--- config.mk ---
export PLATFORM = sky130hd
export DESIGN_NAME = wb_queue_flat
export DESIGN_NICKNAME = d
export VERILOG_FILES = /design/src/rtl/wb_pkg.sv /design/src/rtl/wb_queue_if.sv /design/src/rtl/wb_bypass.sv /design/src/rtl/wb_queue.sv /design/src/flat_wrapper.sv
export SDC_FILE = /design/constraint.sdc
export NUM_CORES = 1
export LEC_CHECK = 0
export BUFFER_PORTS_ARGS = -buffer_cell sky130_fd_sc_hd__buf_2
export CAP_MARGIN = 10
export CORE_MARGIN = 2
export CORE_UTILIZATION = 40
export DETAILED_ROUTE_END_ITERATION = 8
export PLACE_DENSITY_LB_ADDON = 0.2
export SLEW_MARGIN = 25
export SYNTH_ARGS = -nofsm -noshare
export SYNTH_HDL_FRONTEND = slang
export SYNTH_HIERARCHICAL = 1
export SYNTH_SLANG_ARGS = --single-unit
--- constraint.sdc ---
create_clock -name clk -period 4 [get_ports clk]
set_clock_uncertainty 0.1 [all_clocks]
set_input_delay 0.6 -clock clk [delete_from_list [all_inputs] [get_ports clk]]
set_output_delay 0.6 -clock clk [all_outputs]
set_load 0.02 [all_outputs]
--- src/rtl/wb_pkg.sv ---
// wb_pkg: shared defaults for the writeback queue.
//   DEPTH      - write-buffer entries (power of two, >= 2)
//   WIDTH      - register data width
//   AW         - register address width
//   wb_entry_t - one buffered write {rg, data} at the default widths
package wb_pkg;
   localparam int DEPTH = 4;
   localparam int WIDTH = 32;
   localparam int AW    = 5;

   typedef struct packed {
      logic [AW-1:0]    rg;
      logic [WIDTH-1:0] data;
   } wb_entry_t;
endpackage

--- src/rtl/wb_queue_if.sv ---
// wb_queue_if: all non-clock signals of the writeback queue.
//   in_valid/in_reg/in_data/in_ready  - writeback request handshake
//   rf_stall                          - register file write blocked this cycle
//   RegWrite/WriteRegister/WriteData  - register file write port
//   ReadRegister1/2, rf_ReadData1/2   - read addresses and raw file data
//   ReadData1/2                       - read data after bypass
//   count                             - occupied entries
// modport slave is the queue; modport master is its environment.
interface wb_queue_if #(
   parameter int DEPTH = wb_pkg::DEPTH,
   parameter int WIDTH = wb_pkg::WIDTH,
   parameter int AW    = wb_pkg::AW
);
   localparam int CW = $clog2(DEPTH) + 1;

   logic             in_valid;
   logic [AW-1:0]    in_reg;
   logic [WIDTH-1:0] in_data;
   logic             in_ready;
   logic             rf_stall;
   logic             RegWrite;
   logic [AW-1:0]    WriteRegister;
   logic [WIDTH-1:0] WriteData;
   logic [AW-1:0]    ReadRegister1;
   logic [AW-1:0]    ReadRegister2;
   logic [WIDTH-1:0] rf_ReadData1;
   logic [WIDTH-1:0] rf_ReadData2;
   logic [WIDTH-1:0] ReadData1;
   logic [WIDTH-1:0] ReadData2;
   logic [CW-1:0]    count;

   modport slave (
      input  in_valid, in_reg, in_data, rf_stall,
             ReadRegister1, ReadRegister2, rf_ReadData1, rf_ReadData2,
      output in_ready, RegWrite, WriteRegister, WriteData,
             ReadData1, ReadData2, count
   );

   modport master (
      output in_valid, in_reg, in_data, rf_stall,
             ReadRegister1, ReadRegister2, rf_ReadData1, rf_ReadData2,
      input  in_ready, RegWrite, WriteRegister, WriteData,
             ReadData1, ReadData2, count
   );
endinterface

--- src/rtl/wb_bypass.sv ---
// wb_bypass: read-port bypass over the queued writes.
//   addr     - read address
//   rf_data  - raw register file data for addr
//   ent_rg   - entry register numbers, index 0 = head (oldest)
//   ent_data - entry data, same ordering
//   ent_occ  - entry occupied flags, same ordering
//   data     - 0 for addr 0, else newest matching entry, else rf_data
module wb_bypass #(
   parameter int DEPTH = wb_pkg::DEPTH,
   parameter int WIDTH = wb_pkg::WIDTH,
   parameter int AW    = wb_pkg::AW
) (
   input  logic [AW-1:0]                addr,
   input  logic [WIDTH-1:0]             rf_data,
   input  logic [DEPTH-1:0][AW-1:0]     ent_rg,
   input  logic [DEPTH-1:0][WIDTH-1:0]  ent_data,
   input  logic [DEPTH-1:0]             ent_occ,
   output logic [WIDTH-1:0]             data
);
   // Entries arrive oldest first, so the last match in the scan is the newest.
   always_comb begin
      data = rf_data;
      for (int i = 0; i < DEPTH; i++)
         if (ent_occ[i] && ent_rg[i] == addr) data = ent_data[i];
      if (addr == '0) data = '0;
   end
endmodule

--- src/rtl/wb_queue.sv ---
// wb_queue: circular write buffer between writeback and the register file,
// with read bypass of buffered writes.
//   clk, rst_n - clock, asynchronous active-low reset
//   bus        - wb_queue_if.slave (request, write port, read ports, count)
module wb_queue #(
   parameter int DEPTH = wb_pkg::DEPTH,
   parameter int WIDTH = wb_pkg::WIDTH,
   parameter int AW    = wb_pkg::AW
) (
   input  logic        clk,
   input  logic        rst_n,
   wb_queue_if.slave   bus
);
   localparam int PW = $clog2(DEPTH);
   localparam int CW = PW + 1;
   localparam logic [CW-1:0] FULL = CW'(DEPTH);

   typedef struct packed {
      logic [AW-1:0]    rg;
      logic [WIDTH-1:0] data;
   } entry_t;

   entry_t          mem [DEPTH];
   logic [PW-1:0]   head, tail;
   logic [CW-1:0]   count;
   logic            push, pop, nonempty;

   logic [DEPTH-1:0][AW-1:0]    ord_rg;
   logic [DEPTH-1:0][WIDTH-1:0] ord_data;
   logic [DEPTH-1:0]            ord_occ;

   assign nonempty     = (count != '0);
   // Readiness comes from state only; a pop in the same cycle does not help.
   assign bus.in_ready = (count < FULL);
   // Writes to register 0 are accepted but never stored.
   assign push         = bus.in_valid && bus.in_ready && (bus.in_reg != '0);
   assign pop          = nonempty && !bus.rf_stall;

   assign bus.RegWrite      = pop;
   assign bus.WriteRegister = nonempty ? mem[head].rg   : '0;
   assign bus.WriteData     = nonempty ? mem[head].data : '0;
   assign bus.count         = count;

   always_ff @(posedge clk or negedge rst_n) begin
      if (!rst_n) begin
         head  <= '0;
         tail  <= '0;
         count <= '0;
      end else begin
         if (push) tail <= tail + 1'b1;
         if (pop)  head <= head + 1'b1;
         case ({push, pop})
            2'b10:   count <= count + 1'b1;
            2'b01:   count <= count - 1'b1;
            default: count <= count;
         endcase
      end
   end

   // Storage is not reset; occupancy gates every use of it.
   always_ff @(posedge clk) begin
      if (push) mem[tail] <= '{rg: bus.in_reg, data: bus.in_data};
   end

   // Present entries oldest-first so the bypass priority is a simple scan.
   for (genvar i = 0; i < DEPTH; i++) begin : g_ord
      assign ord_rg[i]   = mem[head + PW'(i)].rg;
      assign ord_data[i] = mem[head + PW'(i)].data;
      assign ord_occ[i]  = (CW'(i) < count);
   end

   wb_bypass #(.DEPTH(DEPTH), .WIDTH(WIDTH), .AW(AW)) u_byp1 (
      .addr(bus.ReadRegister1), .rf_data(bus.rf_ReadData1),
      .ent_rg(ord_rg), .ent_data(ord_data), .ent_occ(ord_occ),
      .data(bus.ReadData1)
   );

   wb_bypass #(.DEPTH(DEPTH), .WIDTH(WIDTH), .AW(AW)) u_byp2 (
      .addr(bus.ReadRegister2), .rf_data(bus.rf_ReadData2),
      .ent_rg(ord_rg), .ent_data(ord_data), .ent_occ(ord_occ),
      .data(bus.ReadData2)
   );
endmodule

--- src/flat_wrapper.sv ---
// flat-port wrapper written by rule: the top's interface ports become plain ports
module wb_queue_flat 
#(
   parameter int DEPTH = wb_pkg::DEPTH,
   parameter int WIDTH = wb_pkg::WIDTH,
   parameter int AW    = wb_pkg::AW
)
  (clk, rst_n, bus_in_valid, bus_in_reg, bus_in_data, bus_rf_stall, bus_ReadRegister1, bus_ReadRegister2, bus_rf_ReadData1, bus_rf_ReadData2, bus_in_ready, bus_RegWrite, bus_WriteRegister, bus_WriteData, bus_ReadData1, bus_ReadData2, bus_count);
  wb_queue_if #(.DEPTH(DEPTH), .WIDTH(WIDTH), .AW(AW)) bus_i ();
  input  logic clk;
  input  logic rst_n;
  input wire logic [$bits(bus_i.in_valid)-1:0] bus_in_valid;
  input wire logic [$bits(bus_i.in_reg)-1:0] bus_in_reg;
  input wire logic [$bits(bus_i.in_data)-1:0] bus_in_data;
  input wire logic [$bits(bus_i.rf_stall)-1:0] bus_rf_stall;
  input wire logic [$bits(bus_i.ReadRegister1)-1:0] bus_ReadRegister1;
  input wire logic [$bits(bus_i.ReadRegister2)-1:0] bus_ReadRegister2;
  input wire logic [$bits(bus_i.rf_ReadData1)-1:0] bus_rf_ReadData1;
  input wire logic [$bits(bus_i.rf_ReadData2)-1:0] bus_rf_ReadData2;
  output wire logic [$bits(bus_i.in_ready)-1:0] bus_in_ready;
  output wire logic [$bits(bus_i.RegWrite)-1:0] bus_RegWrite;
  output wire logic [$bits(bus_i.WriteRegister)-1:0] bus_WriteRegister;
  output wire logic [$bits(bus_i.WriteData)-1:0] bus_WriteData;
  output wire logic [$bits(bus_i.ReadData1)-1:0] bus_ReadData1;
  output wire logic [$bits(bus_i.ReadData2)-1:0] bus_ReadData2;
  output wire logic [$bits(bus_i.count)-1:0] bus_count;
  assign bus_i.in_valid = bus_in_valid;
  assign bus_i.in_reg = bus_in_reg;
  assign bus_i.in_data = bus_in_data;
  assign bus_i.rf_stall = bus_rf_stall;
  assign bus_i.ReadRegister1 = bus_ReadRegister1;
  assign bus_i.ReadRegister2 = bus_ReadRegister2;
  assign bus_i.rf_ReadData1 = bus_rf_ReadData1;
  assign bus_i.rf_ReadData2 = bus_rf_ReadData2;
  assign bus_in_ready = bus_i.in_ready;
  assign bus_RegWrite = bus_i.RegWrite;
  assign bus_WriteRegister = bus_i.WriteRegister;
  assign bus_WriteData = bus_i.WriteData;
  assign bus_ReadData1 = bus_i.ReadData1;
  assign bus_ReadData2 = bus_i.ReadData2;
  assign bus_count = bus_i.count;
  wb_queue #(.DEPTH(DEPTH), .WIDTH(WIDTH), .AW(AW)) u_core (.clk(clk), .rst_n(rst_n), .bus(bus_i));
endmodule
* Yosys cells after proc, flatten, opt, wreduce, memory -nomap -nowiden
Memory sizes are Yosys's and may differ from the RTL's.
Index checks and enable logic that the tools add are counted.
** Operators by class
- Add/sub/neg operators :: 6
- $lt $le $gt $ge :: 5
- Equal/unequal tests :: 10
- Muxes and demuxes :: 15
- Reductions and logical operators :: 17
** Operators by type and width (count)
- 2-to-1 mux 32 bit :: 11
- equality test 5 bit :: 8
- logical AND 1 bit :: 11
- logical NOT 5 bit :: 2
- < comparator 1 x 3 -> 1 bit (first input constant) :: 2
- < comparator 2 x 3 -> 1 bit (first input constant) :: 2
- case mux 3 bit (2 select lines) :: 1
- 2-to-1 mux 5 bit :: 1
- nonzero test 5 bit :: 1
- adder 2 x 1 -> 2 bit (second input constant) :: 2
- adder 2 bit (second input constant) :: 2
- adder 3 x 1 -> 3 bit (second input constant) :: 1
- < comparator 3 bit (second input constant) :: 1
- nonzero test 3 bit :: 1
- subtractor 3 x 1 -> 3 bit (second input constant) :: 1
- equality test 2 x 1 -> 1 bit (second input constant) :: 1
- equality test 2 bit (second input constant) :: 1
- 2-to-1 mux 1 bit :: 2
- nonzero test 2 bit :: 1
- logical NOT 1 bit :: 1
** Word-level totals
- Register bits :: 7
- Bits in writable memories :: 148
- Output and inout bits :: 106
- Memories :: 1
** Memories
- u_core.mem :: words 4, width 37, read ports 4, clocked after Yosys merged registers in 0, write ports 1, line wb_queue.sv:23 : entry_t mem [DEPTH];

* Longest topological paths before layout
An unclocked memory read counts as a cell.
- Word-level depth :: 8
- Depth in mapped cells :: 13
- Depth with buffers taken out :: 8

* By module
The synthesis kept the hierarchy.
** By module, submodules not included
- wb_queue :: instances 1, cells each 624, area an instance 8846.0 um^2
- wb_bypass :: instances 2, cells each 338, area an instance 2179.6 um^2

* Worst setup path after synthesis
OpenSTA, ideal clock, no wires.
- Kind :: register to output
- From :: register u_core.head[0]
- To :: output port bus_ReadData1[10]
- Arrival time :: 2683 ps
- Required time :: 3300 ps
- Slack :: 617 ps
- Cell stages (with the launch flop) :: 12
- Buffers on the path :: 4
- Path through :: dfrtp_1 buf_4 inv_2 buf_2 buf_2 mux2i_1 xor2_1 nor4_2 a31oi_2 clkbuf_1 o221ai_1 o22ai_1
** RTL lines
- start: declaration :: line wb_queue.sv:24 : logic [PW-1:0] head, tail;
- start signal: assignment :: line wb_queue.sv:51 : if (pop) head <= head + 1'b1;
- end: declaration :: line flat_wrapper.sv:24 : output wire logic [$bits(bus_i.ReadData1)-1:0] bus_ReadData1;

==> flow_summary.html <==
<table>
<tr><th>Metric</th><th>Value</th></tr>
<tr><th colspan="2">Timing</th></tr>
<tr><td>Final hold violations</td><td>0</td></tr>
<tr><td>Max_slew headroom</td><td>0.285</td></tr>
<tr><td>Final setup violation count</td><td>0</td></tr>
<tr><td>Number of slew-limit violations in the final report</td><td>0</td></tr>
<tr><td>Slew at the pin with the worst max-slew slack</td><td>1.06 ns</td></tr>
<tr><td>Min Clock Period, post-route</td><td>3.95 ns</td></tr>
<tr><td>Top achievable clock speed</td><td>0.253 GHz</td></tr>
<tr><td>Part of the cycle the worst path needs</td><td>0.988</td></tr>
<tr><th colspan="2">Clock network</th></tr>
<tr><td>Worst-path clk slew</td><td>0.07 ns</td></tr>
<tr><td>H-tree depth reported by CTS</td><td>4</td></tr>
<tr><td>Source-to-sink clock delay at the later pin of the worst-skew pair</td><td>0.43 ns</td></tr>
<tr><td>TritonCTS Sinks</td><td>155</td></tr>
<tr><td>Clock tree root driver cell</td><td>sky130_fd_sc_hd__clkbuf_16</td></tr>
<tr><td>Number of buffers created by CTS</td><td>17</td></tr>
<tr><td>CTS tree</td><td>yes</td></tr>
<tr><td>Clock Path Buffers</td><td>2</td></tr>
<tr><th colspan="2">Final layout</th></tr>
<tr><td>Final Net Count</td><td>1577</td></tr>
<tr><td>Area overhead of the layout relative to synthesis</td><td>19.9%</td></tr>
<tr><td>Fraction of final layout cells sized beyond drive strength 1</td><td>0.366</td></tr>
<tr><td>Final standard cell utilization of the core</td><td>0.486</td></tr>
<tr><td>Number of non-filler instances in the completed layout</td><td>1914</td></tr>
<tr><td>Filler Cell Count</td><td>3078</td></tr>
<tr><td>Final std cell area, no fill</td><td>15800 um^2</td></tr>
<tr><th colspan="2">Floorplanning</th></tr>
<tr><td>Core Region</td><td>32500 um^2</td></tr>
<tr><td>Die Footprint</td><td>34500 um^2</td></tr>
<tr><td>Width of the die</td><td>186 um</td></tr>
<tr><td>Initial core utilization</td><td>0.406</td></tr>
<tr><td>Die height</td><td>186 um</td></tr>
<tr><td>Top-level I/O count</td><td>221</td></tr>
<tr><td>Num rows</td><td>66</td></tr>
<tr><th colspan="2">Setup path</th></tr>
<tr><td>Maximum fanout count along the critical path</td><td>18</td></tr>
<tr><td>Worst Setup Path Type</td><td>flip-flop to output port</td></tr>
<tr><td>Required time of the critical path</td><td>3.30 ns</td></tr>
<tr><td>Sort of element at the end of the critical path</td><td>output port</td></tr>
<tr><td>Arrival time of the worst setup path</td><td>3.25 ns</td></tr>
<tr><td>Startpoint type of the worst setup path</td><td>flip-flop</td></tr>
<tr><th colspan="2">Logic synthesis</th></tr>
<tr><td>#FFs+latches synth</td><td>155</td></tr>
<tr><td>Most frequent cells after synthesis</td><td>148 x sky130_fd_sc_hd__edfxtp_1, 88 x sky130_fd_sc_hd__nor2b_1, 84 x sky130_fd_sc_hd__nor2_1, 74 x sky130_fd_sc_hd__a211oi_1, 72 x sky130_fd_sc_hd__a21oi_1</td></tr>
<tr><td>Gate count after technology mapping</td><td>1300</td></tr>
<tr><td>Number of warnings issued by yosys</td><td>6</td></tr>
<tr><td>Net count of the mapped netlist</td><td>1424</td></tr>
<tr><td>FFs w/ async S/R, synth</td><td>0.0452</td></tr>
<tr><td>Top cell type's share of synthesized area</td><td>0.337</td></tr>
<tr><td>Sequential cell area fraction in the yosys report</td><td>0.350</td></tr>
<tr><td>Post-Syn Area</td><td>13200 um^2</td></tr>
<tr><td>Post-synth EDFFs</td><td>148</td></tr>
<tr><td>Unique cell type count in the Yosys netlist</td><td>42</td></tr>
<tr><td>Top-count cell post-synth</td><td>sky130_fd_sc_hd__edfxtp_1</td></tr>
<tr><td>Primary FF master, synth</td><td>sky130_fd_sc_hd__edfxtp_1</td></tr>
<tr><td>Synth area leader</td><td>sky130_fd_sc_hd__edfxtp_1</td></tr>
<tr><td>Mean post-synth cell area</td><td>10.2 um^2</td></tr>
<tr><td>Top cells by area, synth</td><td>sky130_fd_sc_hd__edfxtp_1 34%, sky130_fd_sc_hd__mux4_2 9.2%, sky130_fd_sc_hd__mux2i_1 4.5%, sky130_fd_sc_hd__o221ai_1 4.2%, sky130_fd_sc_hd__a211oi_1 4.2%</td></tr>
<tr><th colspan="2">Detailed routing</th></tr>
<tr><td>Number of vias in the routed layout</td><td>12100</td></tr>
<tr><td>DRT iter0 DRCs</td><td>1567</td></tr>
<tr><td>Average vias per placed instance</td><td>6.31</td></tr>
<tr><td>Iteration count of the initial detailed-routing pass</td><td>6</td></tr>
<tr><td>Post-detailed-route count of antenna-violating nets</td><td>0</td></tr>
<tr><td>Post-detailed-route wirelength per cell</td><td>25.5 um</td></tr>
<tr><td>DRC</td><td>0</td></tr>
<tr><td>Detailed Route WL</td><td>48.7 mm</td></tr>
<tr><th colspan="2">Placed design</th></tr>
<tr><td>IO buf count</td><td>220</td></tr>
<tr><td>Placement-stage cell area</td><td>14500 um^2</td></tr>
<tr><td>Routability cong.</td><td>0.867</td></tr>
<tr><td>Post-detail-place hpwl</td><td>30.0 mm</td></tr>
<tr><td>Number of instances in the placed design</td><td>1860</td></tr>
<tr><th colspan="2">Run</th></tr>
<tr><td>Max-Cap Viols</td><td>0</td></tr>
<tr><th colspan="2">Power</th></tr>
<tr><td>Areal power density over the cells</td><td>807 nW/um^2</td></tr>
<tr><td>Tot Pwr</td><td>12.8 mW</td></tr>
<tr><td>LEAKAGE</td><td>5.85 nW</td></tr>
<tr><td>Worst IR Drop VDD</td><td>0.420 mV</td></tr>
<tr><th colspan="2">GRT</th></tr>
<tr><td>Antenna violations before repair</td><td>6</td></tr>
<tr><td>Maximum number of pins on one net before global-route repair</td><td>120</td></tr>
<tr><td>Overall track demand over capacity in global routing</td><td>0.273</td></tr>
<tr><td>Vias in the first global route</td><td>11600</td></tr>
<tr><td>Final global-route overflow total</td><td>0</td></tr>
<tr><td>Wire length of the first global-routing pass</td><td>70.0 mm</td></tr>
<tr><th colspan="2">Hold path</th></tr>
<tr><td>Class of the most critical hold timing path</td><td>input port to flip-flop</td></tr>
<tr><th colspan="2">Status</th></tr>
<tr><td>Result of the run</td><td>complete, no violations</td></tr>
</table>
kinds of logic after synthesis:
family / Yosys count / share of synthesized area
xor gates and xnor gates: 46 / 0.0339
adders and majority gates: 9 / 0.00853
muxes: 147 / 0.172
buffers and inverters: 225 / 0.0866
AOI/OAI and AO/OA: 384 / 0.215
DFF: 155 / 0.350
and+or+nand+nor: 334 / 0.134
flip-flops by register name (all words and copies together) (netlist names):
signal,cells
u_core/mem,148
u_core/head,2
u_core/tail,2
u_core/bus.count,3
path summary, 6_finish.rpt:
check	start	end	slack [ns]	depth (start not counted)
min in group asynchronous	rst_n	u_core/tail[0]	0.44	2
worst min register to register	u_core/bus.count[1]	u_core/bus.count[1]	0.44	2
worst min-delay path	bus_in_data[27]	u_core/mem[3][27]	0.28	1
max in group asynchronous	rst_n	u_core/head[1]	3.18	2
worst max-delay path	u_core/head[1]	bus_ReadData2[22]	0.05	10
worst max register to register	u_core/bus.count[1]	u_core/bus.count[2]	1.83	8
layout by cell type, fill, tap and decap left out, drive strengths merged, types with 29 or more instances in the layout:
cell type	synthesis	layout
o22ai	64	64
buf	89	280
a31oi	66	66
inv	75	78
mux2	34	34
edfxtp	148	148
a211oi	114	114
nand3	63	63
mux4	54	54
nor2b	88	88
o221ai	64	64
xnor2	29	29
nor2	86	86
mux2i	59	59
nor3	69	69
a21oi	72	72
stage by stage:
step	setup TNS (ns)	setup WS, ns	hold slack (ns)
6_report	0	0.0483	0.279
5_1_grt	-0.102	-0.0520	0.270
4_1_cts	0	0.0124	0.267
3_5_place_dp	0	0.310	0.345
3_3_place_gp	0	0.343	0.349
2_1_floorplan	0	0.617	0.204
routing by layer:
layer	wire length, um	up-vias	GRT usage
met4	2260	0	0.143
met2	22900	734	0.451
li1	-	5351	-
met1	19300	5876	0.339
met3	4290	125	0.0507
met5	0	-	0.00444
worst max-delay path, stage by stage (launching register included):
cell and delay [ns]:
sky130_fd_sc_hd__dfrtp_4 0.51, sky130_fd_sc_hd__buf_12 0.15, sky130_fd_sc_hd__mux2_1 0.33, sky130_fd_sc_hd__mux2_4 0.31
sky130_fd_sc_hd__xnor2_2 0.18, sky130_fd_sc_hd__nand4_2 0.13, sky130_fd_sc_hd__or2_2 0.36, sky130_fd_sc_hd__buf_6 0.20
sky130_fd_sc_hd__a211oi_2 0.28, sky130_fd_sc_hd__o22ai_2 0.15, sky130_fd_sc_hd__buf_4 0.20
report_power, final:
group | internal, mW | switching, mW | leakage, nW
combinational | 3.32 | 5.52 | 4.15
sequential | 2.06 | 0.183 | 1.42
clock | 0.988 | 0.708 | 0.278
cell type report:
| class | count | area, um^2 | area share |
|---|---|---|---|
| multi-input cells | 920 | 7870 | 0.497 |
| flip-flops and latches | 155 | 4630 | 0.292 |
| repair buffers | 284 | 1880 | 0.119 |
| well taps | 442 | 553 | 0.0349 |
| clock buffers | 19 | 433 | 0.0274 |
| inverters | 75 | 284 | 0.0179 |
| clock inverters | 13 | 168 | 0.0106 |
| diodes | 6 | 15.0 | 0.000949 |
repair_timing:
| item | 4_1_cts | 5_1_grt |
|---|---|---|
| pin swaps | 3 | 16 |
| setup endpoints to repair | 64 | 51 |
| cloned | 0 | 4 |
| setup buffers | 8 | 3 |
| hold endpoints to repair | 7 | 0 |
| hold buffers | 1 | 0 |
| gates resized for setup | 24 | 81 |
Note: power is estimated with default switching activity, not from simulation.
